### src/rtl/reset_sequencer_pkg.sv
// reset_sequencer_pkg: state codes, parameter defaults and helpers shared by the sequencer, board tops and the bench.
// Revision 1.0
`default_nettype none

package reset_sequencer_pkg;

  localparam int DEF_CNT_W           = 16;
  localparam int DEF_HOLD_CYCLES     = 32;
  localparam int DEF_STAGE_GAP       = 8;
  localparam int DEF_DEBOUNCE_CYCLES = 16;

  localparam logic [2:0] ST_WAIT_LOCK  = 3'd0;
  localparam logic [2:0] ST_HOLD       = 3'd1;
  localparam logic [2:0] ST_REL_PERIPH = 3'd2;
  localparam logic [2:0] ST_RUN        = 3'd3;
  localparam logic [2:0] ST_KEY_HELD   = 3'd4;

  // States that run the shared delay counter.
  function automatic logic is_timed_state(input logic [2:0] st);
    return (st == ST_HOLD) || (st == ST_REL_PERIPH);
  endfunction

endpackage

`default_nettype wire

### src/rtl/key_debounce.sv
// key_debounce: 2-flop synchronizer plus symmetric debounce for an active-low push-button.
// Revision 1.0
`default_nettype none

module key_debounce #(
  parameter int DEBOUNCE_CYCLES = 16
) (
  input  logic clk,
  input  logic reset_n,
  input  logic i_key_n,
  output logic o_key_pressed
);

  localparam int              c_DB_W    = $clog2(DEBOUNCE_CYCLES + 1);
  localparam logic [c_DB_W-1:0] c_DB_LAST = c_DB_W'(DEBOUNCE_CYCLES - 1);

  logic              r_key_meta;
  logic              r_key_s;
  logic [c_DB_W-1:0] r_cnt;
  logic              r_pressed;

  always_ff @(posedge clk or negedge reset_n) begin
    if (!reset_n) begin
      r_key_meta <= 1'b1;
      r_key_s    <= 1'b1;
      r_cnt      <= '0;
      r_pressed  <= 1'b0;
    end else begin
      r_key_meta <= i_key_n;
      r_key_s    <= r_key_meta;
      // key_s equal to pressed means the sample disagrees with the debounced level.
      if (r_key_s == r_pressed) begin
        if (r_cnt == c_DB_LAST) begin
          r_pressed <= ~r_pressed;
          r_cnt     <= '0;
        end else begin
          r_cnt <= r_cnt + c_DB_W'(1);
        end
      end else begin
        r_cnt <= '0;
      end
    end
  end

  assign o_key_pressed = r_pressed;

endmodule

`default_nettype wire

### src/rtl/reset_sequencer.sv
// reset_sequencer: PLL-lock and push-button driven staged release of peripheral and CPU resets.
// Revision 1.0
`default_nettype none

module reset_sequencer
  import reset_sequencer_pkg::*;
#(
  parameter int CNT_W           = DEF_CNT_W,
  parameter int HOLD_CYCLES     = DEF_HOLD_CYCLES,
  parameter int STAGE_GAP       = DEF_STAGE_GAP,
  parameter int DEBOUNCE_CYCLES = DEF_DEBOUNCE_CYCLES
) (
  input  logic       clk,
  input  logic       reset_n,
  input  logic       pll_locked,
  input  logic       key_n,
  output logic       periph_reset,
  output logic       cpu_reset,
  output logic       ready,
  output logic [2:0] state
);

  localparam logic [CNT_W-1:0] c_HOLD_LAST = CNT_W'(HOLD_CYCLES - 1);
  localparam logic [CNT_W-1:0] c_GAP_LAST  = CNT_W'(STAGE_GAP - 1);

  logic             r_lock_meta;
  logic             r_locked_s;
  logic             w_key_pressed;
  logic [2:0]       r_state;
  logic [2:0]       w_next;
  logic [CNT_W-1:0] r_cnt;
  logic [CNT_W-1:0] w_cnt_nxt;
  logic             r_periph_reset;
  logic             r_cpu_reset;
  logic             r_ready;
  logic             w_periph_nxt;
  logic             w_cpu_nxt;
  logic             w_ready_nxt;

  key_debounce #(
    .DEBOUNCE_CYCLES(DEBOUNCE_CYCLES)
  ) u_key_debounce (
    .clk          (clk),
    .reset_n      (reset_n),
    .i_key_n      (key_n),
    .o_key_pressed(w_key_pressed)
  );

  always_ff @(posedge clk or negedge reset_n) begin
    if (!reset_n) begin
      r_lock_meta    <= 1'b0;
      r_locked_s     <= 1'b0;
      r_state        <= ST_WAIT_LOCK;
      r_cnt          <= '0;
      r_periph_reset <= 1'b1;
      r_cpu_reset    <= 1'b1;
      r_ready        <= 1'b0;
    end else begin
      r_lock_meta    <= pll_locked;
      r_locked_s     <= r_lock_meta;
      r_state        <= w_next;
      r_cnt          <= w_cnt_nxt;
      r_periph_reset <= w_periph_nxt;
      r_cpu_reset    <= w_cpu_nxt;
      r_ready        <= w_ready_nxt;
    end
  end

  // Lock loss outranks every other transition, including a key press.
  always_comb begin
    w_next = r_state;
    if (!r_locked_s) begin
      w_next = ST_WAIT_LOCK;
    end else begin
      case (r_state)
        ST_WAIT_LOCK:  w_next = ST_HOLD;
        ST_HOLD: begin
          if (w_key_pressed)             w_next = ST_KEY_HELD;
          else if (r_cnt == c_HOLD_LAST) w_next = ST_REL_PERIPH;
        end
        ST_REL_PERIPH: begin
          if (w_key_pressed)            w_next = ST_KEY_HELD;
          else if (r_cnt == c_GAP_LAST) w_next = ST_RUN;
        end
        ST_RUN: begin
          if (w_key_pressed) w_next = ST_KEY_HELD;
        end
        ST_KEY_HELD: begin
          if (!w_key_pressed) w_next = ST_HOLD;
        end
        default:       w_next = ST_WAIT_LOCK;
      endcase
    end
  end

  // Outputs and counter are decoded from next-state so they move on the same edge as state.
  always_comb begin
    w_periph_nxt = 1'b1;
    w_cpu_nxt    = 1'b1;
    w_ready_nxt  = 1'b0;
    w_cnt_nxt    = '0;
    case (w_next)
      ST_REL_PERIPH: w_periph_nxt = 1'b0;
      ST_RUN: begin
        w_periph_nxt = 1'b0;
        w_cpu_nxt    = 1'b0;
        w_ready_nxt  = 1'b1;
      end
      default: ;
    endcase
    if (is_timed_state(w_next) && (w_next == r_state)) begin
      w_cnt_nxt = r_cnt + CNT_W'(1);
    end
  end

  assign periph_reset = r_periph_reset;
  assign cpu_reset    = r_cpu_reset;
  assign ready        = r_ready;
  assign state        = r_state;

endmodule

`default_nettype wire
### config.mk
export PLATFORM = sky130hd
export DESIGN_NAME = reset_sequencer
export DESIGN_NICKNAME = d
export VERILOG_FILES = /design/src/rtl/reset_sequencer_pkg.sv /design/src/rtl/key_debounce.sv /design/src/rtl/reset_sequencer.sv
export SDC_FILE = /design/constraint.sdc
export NUM_CORES = 1
export LEC_CHECK = 0
export CORE_MARGIN = 3
export CORE_UTILIZATION = 48
export CTS_BUF_LIST = sky130_fd_sc_hd__clkbuf_4 sky130_fd_sc_hd__clkbuf_8 sky130_fd_sc_hd__clkbuf_16
export DETAILED_ROUTE_END_ITERATION = 7
export DONT_BUFFER_PORTS = 1
export GPL_TIMING_DRIVEN = 0
export PLACE_DENSITY = 0.72
export RECOVER_POWER = 50
export SYNTH_ARGS = -nofsm -noshare
export SYNTH_HDL_FRONTEND = slang
export SYNTH_HIERARCHICAL = 1
export SYNTH_SLANG_ARGS = --single-unit
### constraint.sdc
create_clock -name clk -period 4.2 [get_ports clk]
set_input_delay 1.26 -clock clk [delete_from_list [all_inputs] [get_ports clk]]
set_output_delay 1.26 -clock clk [all_outputs]
set_load 0.05 [all_outputs]
==> metrics.yaml <==
die:
  num_io_pins: 10
  core-area_um2: 2850
  start_util_pct: 52.1
  placementRows: 19
  dieArea_um2: 3800
  die_h_um: 61.7
  die_w_um: 61.7
timing:
  period_share_pct: 55.7
  tns_ps: 0
  holdWs_ps: 357
  hold_viol_final: 0
  clock_skew_ps: 4.41
  fin_crit_ps: 2340
  report.final.slew_viol_count: 0
  rsz0062_at_grt: "false"
  slew-limit-headroom_pct: 58.1
  worst_slew_pin_slew_ps: 628
  setup_violations: 0
  fmaxAchievable_mhz: 427
synth:
  synth_compound_area_share_pct: 9.92
  synth-simple-area-share_pct: 21.1
  synth_xor_area_share_pct: 10.5
  synth.distinct_cells: 34
  ys_top_cells_by_count: "dfrtp_1, a21oi_1, xnor2_1"
  yosys_warnings: 6
  synth-edff-count: 0
  ys_seq_area_share_pct: 54.2
  async_flop_share_pct: 100
  syn_area_um2: 1490
  yosysMostFrequentCell: "dfrtp_1"
  synth_top_family_by_area: "simple AND/OR/NAND/NOR gates"
  ys.flop_type: "dfrtp_1"
  ys_ff_latch: 32
  yosysTopAreaCellShare_pct: 47.1
  synth_top_area_cell: "dfrtp_1"
  synth_cells: 133
  synthMuxAreaShare_pct: 0
  avgSynthCellArea_um2: 11.2
  syn-num-nets: 139
  synth_fa_ha_area_share_pct: 1.68
  synth_area_leaders: "dfrtp_1, dfstp_2, xnor2_1"
final_layout:
  drive_gt1_share_pct: 19.1
  antenna_cells: 0
  areaGrowthSynthToFinish_pct: 7.99
  fin_area_um2: 1610
  nets: 146
  fill_cells: 250
clock_tree:
  h-tree-depth: 2
  cts-resized-gates: 0
  cts_root_buf: "clkbuf_4"
  post_cts_buffers: 0
  clockBufferDepth: 2
  cts.hold.buffers_added: 0
  cts_buffers: 5
  clk_latency_ps: 320
  clk_pin_slew_worst_paths_ps: 100
  cts_tree: "done"
  cts.sinks: 32
detailed_routing:
  drt-wirelength-per-cell_um: 14.5
  first_pass_iters: 4
  post-route-drc-count: 0
  viasPerCell: 5.93
  drt-initial-drc-count: 30
  dr_total_vias: 1020
  ant_nets: 0
  drt_wl_total_mm: 2.49
global_route:
  antenna_found_initial: 0
  overflow: 0
  track_usage_pct: 16.1
  grt_max_degree: 33
  grt_pass1_vias: 1022
  grt_pass1_wl_mm: 4.37
placement:
  port_buffers: 0
  gp_congestion: 0.894
  hpwl_mm: 1.83
  place_area_um2: 1530
worst_setup_path:
  startpoint: "state[1]$_DFF_PN0_"
  cp.required_ps: 2940
  cp-end-kind: "output pin"
  path_class: "reg2out"
  crit_path_start_kind: "flip-flop"
  cp_max_fo: 7
  worstPathArrival_ps: 1080
  reg2reg_from: "state[2]$_DFF_PN0_"
outcome:
  status: "complete, no violations"
hold_path:
  hold_path_class: "reg2reg"
  min_from: "r_lock_meta$_DFF_PN0_"
pwr:
  leakage_nw: 0.651
  peakVddDrop_mv: 0.245
  powerDensity_nw_per_um2: 355
  design_power_total_uw: 571
job:
  cap_violations: 0
[power by group]
part	total, mW	internal (mW)	switching [mW]
logic	0.0172	0.00750	0.00972
registers	0.323	0.315	0.00775
clock network	0.231	0.131	0.0994
[flip-flops by register name, indices dropped and copies added, names as in the netlist]
name and count:
cpu_reset 1, state 3, ready 1, u_key_debounce/r_cnt 5
r_cnt 16, r_lock_meta 1, u_key_debounce/r_key_s 1, u_key_debounce/o_key_pressed 1
periph_reset 1, u_key_debounce/r_key_meta 1, r_locked_s 1
[stage by stage]
stage	utilization, %	std cells	setup slack (ps)
after global placement	53.5	164	2230
after detailed placement	53.5	164	2220
after global routing	56.3	172	1800
after floorplan	-	133	2260
final	56.3	172	1860
after CTS	56.3	172	1840
[routing by layer]
layer | global-route usage [%] | wire, µm
met2 | 25.4 | 1220
met3 | 6.29 | 107
met1 | 19.3 | 1130
met4 | 7.58 | 36
met5 | 0 | 0
[layout by cell type (no fill, tap or decap), types with 5 or more instances in the layout]
master / count
nor3_1: 5
clkbuf_4: 6
inv_1: 5
nor2_1: 5
a21oi_1: 16
dfrtp_1: 28
nand2_1: 7
xor2_1: 5
nor4_1: 6
xnor2_1: 11
nand4_1: 8
[path summary, 6_finish.rpt]
| path | slack, ps | to | depth (start not counted) |
|---|---|---|---|
| hold reg to reg | 360 | r_locked_s$_DFF_PN0_ | 0 |
| setup / recovery | 1860 | state[1] | 0 |
| setup reg to reg | 2310 | r_cnt[8]$_DFF_PN0_ | 5 |
| hold / removal | 360 | r_locked_s$_DFF_PN0_ | 0 |
| max in group asynchronous | 3410 | u_key_debounce/r_key_s$_DFF_PN1_ | 0 |
| min in group asynchronous | 620 | u_key_debounce/r_cnt[1]$_DFF_PN0_ | 0 |
[cell families (layout without fill, tap and decap cells)]
group,Yosys count,count (layout)
simple gates,49,49
flops,32,32
compound gates,25,25
xor+xnor,17,17
fa+ha+maj,2,2
buf+inv,8,16
[area by class of cell]
class                   instances  area (µm²)  area share, %
flip-flops and latches         32         806           50.2
multi-input cells              93         643           40.0
clock buffers                   6        45.0           2.80
well taps                      31        38.8           2.41
clock inverters                 2        35.0           2.18
plain buffers                   3        20.0           1.25
inverters                       5        18.8           1.17
Power figures use the tool's default switching activity.
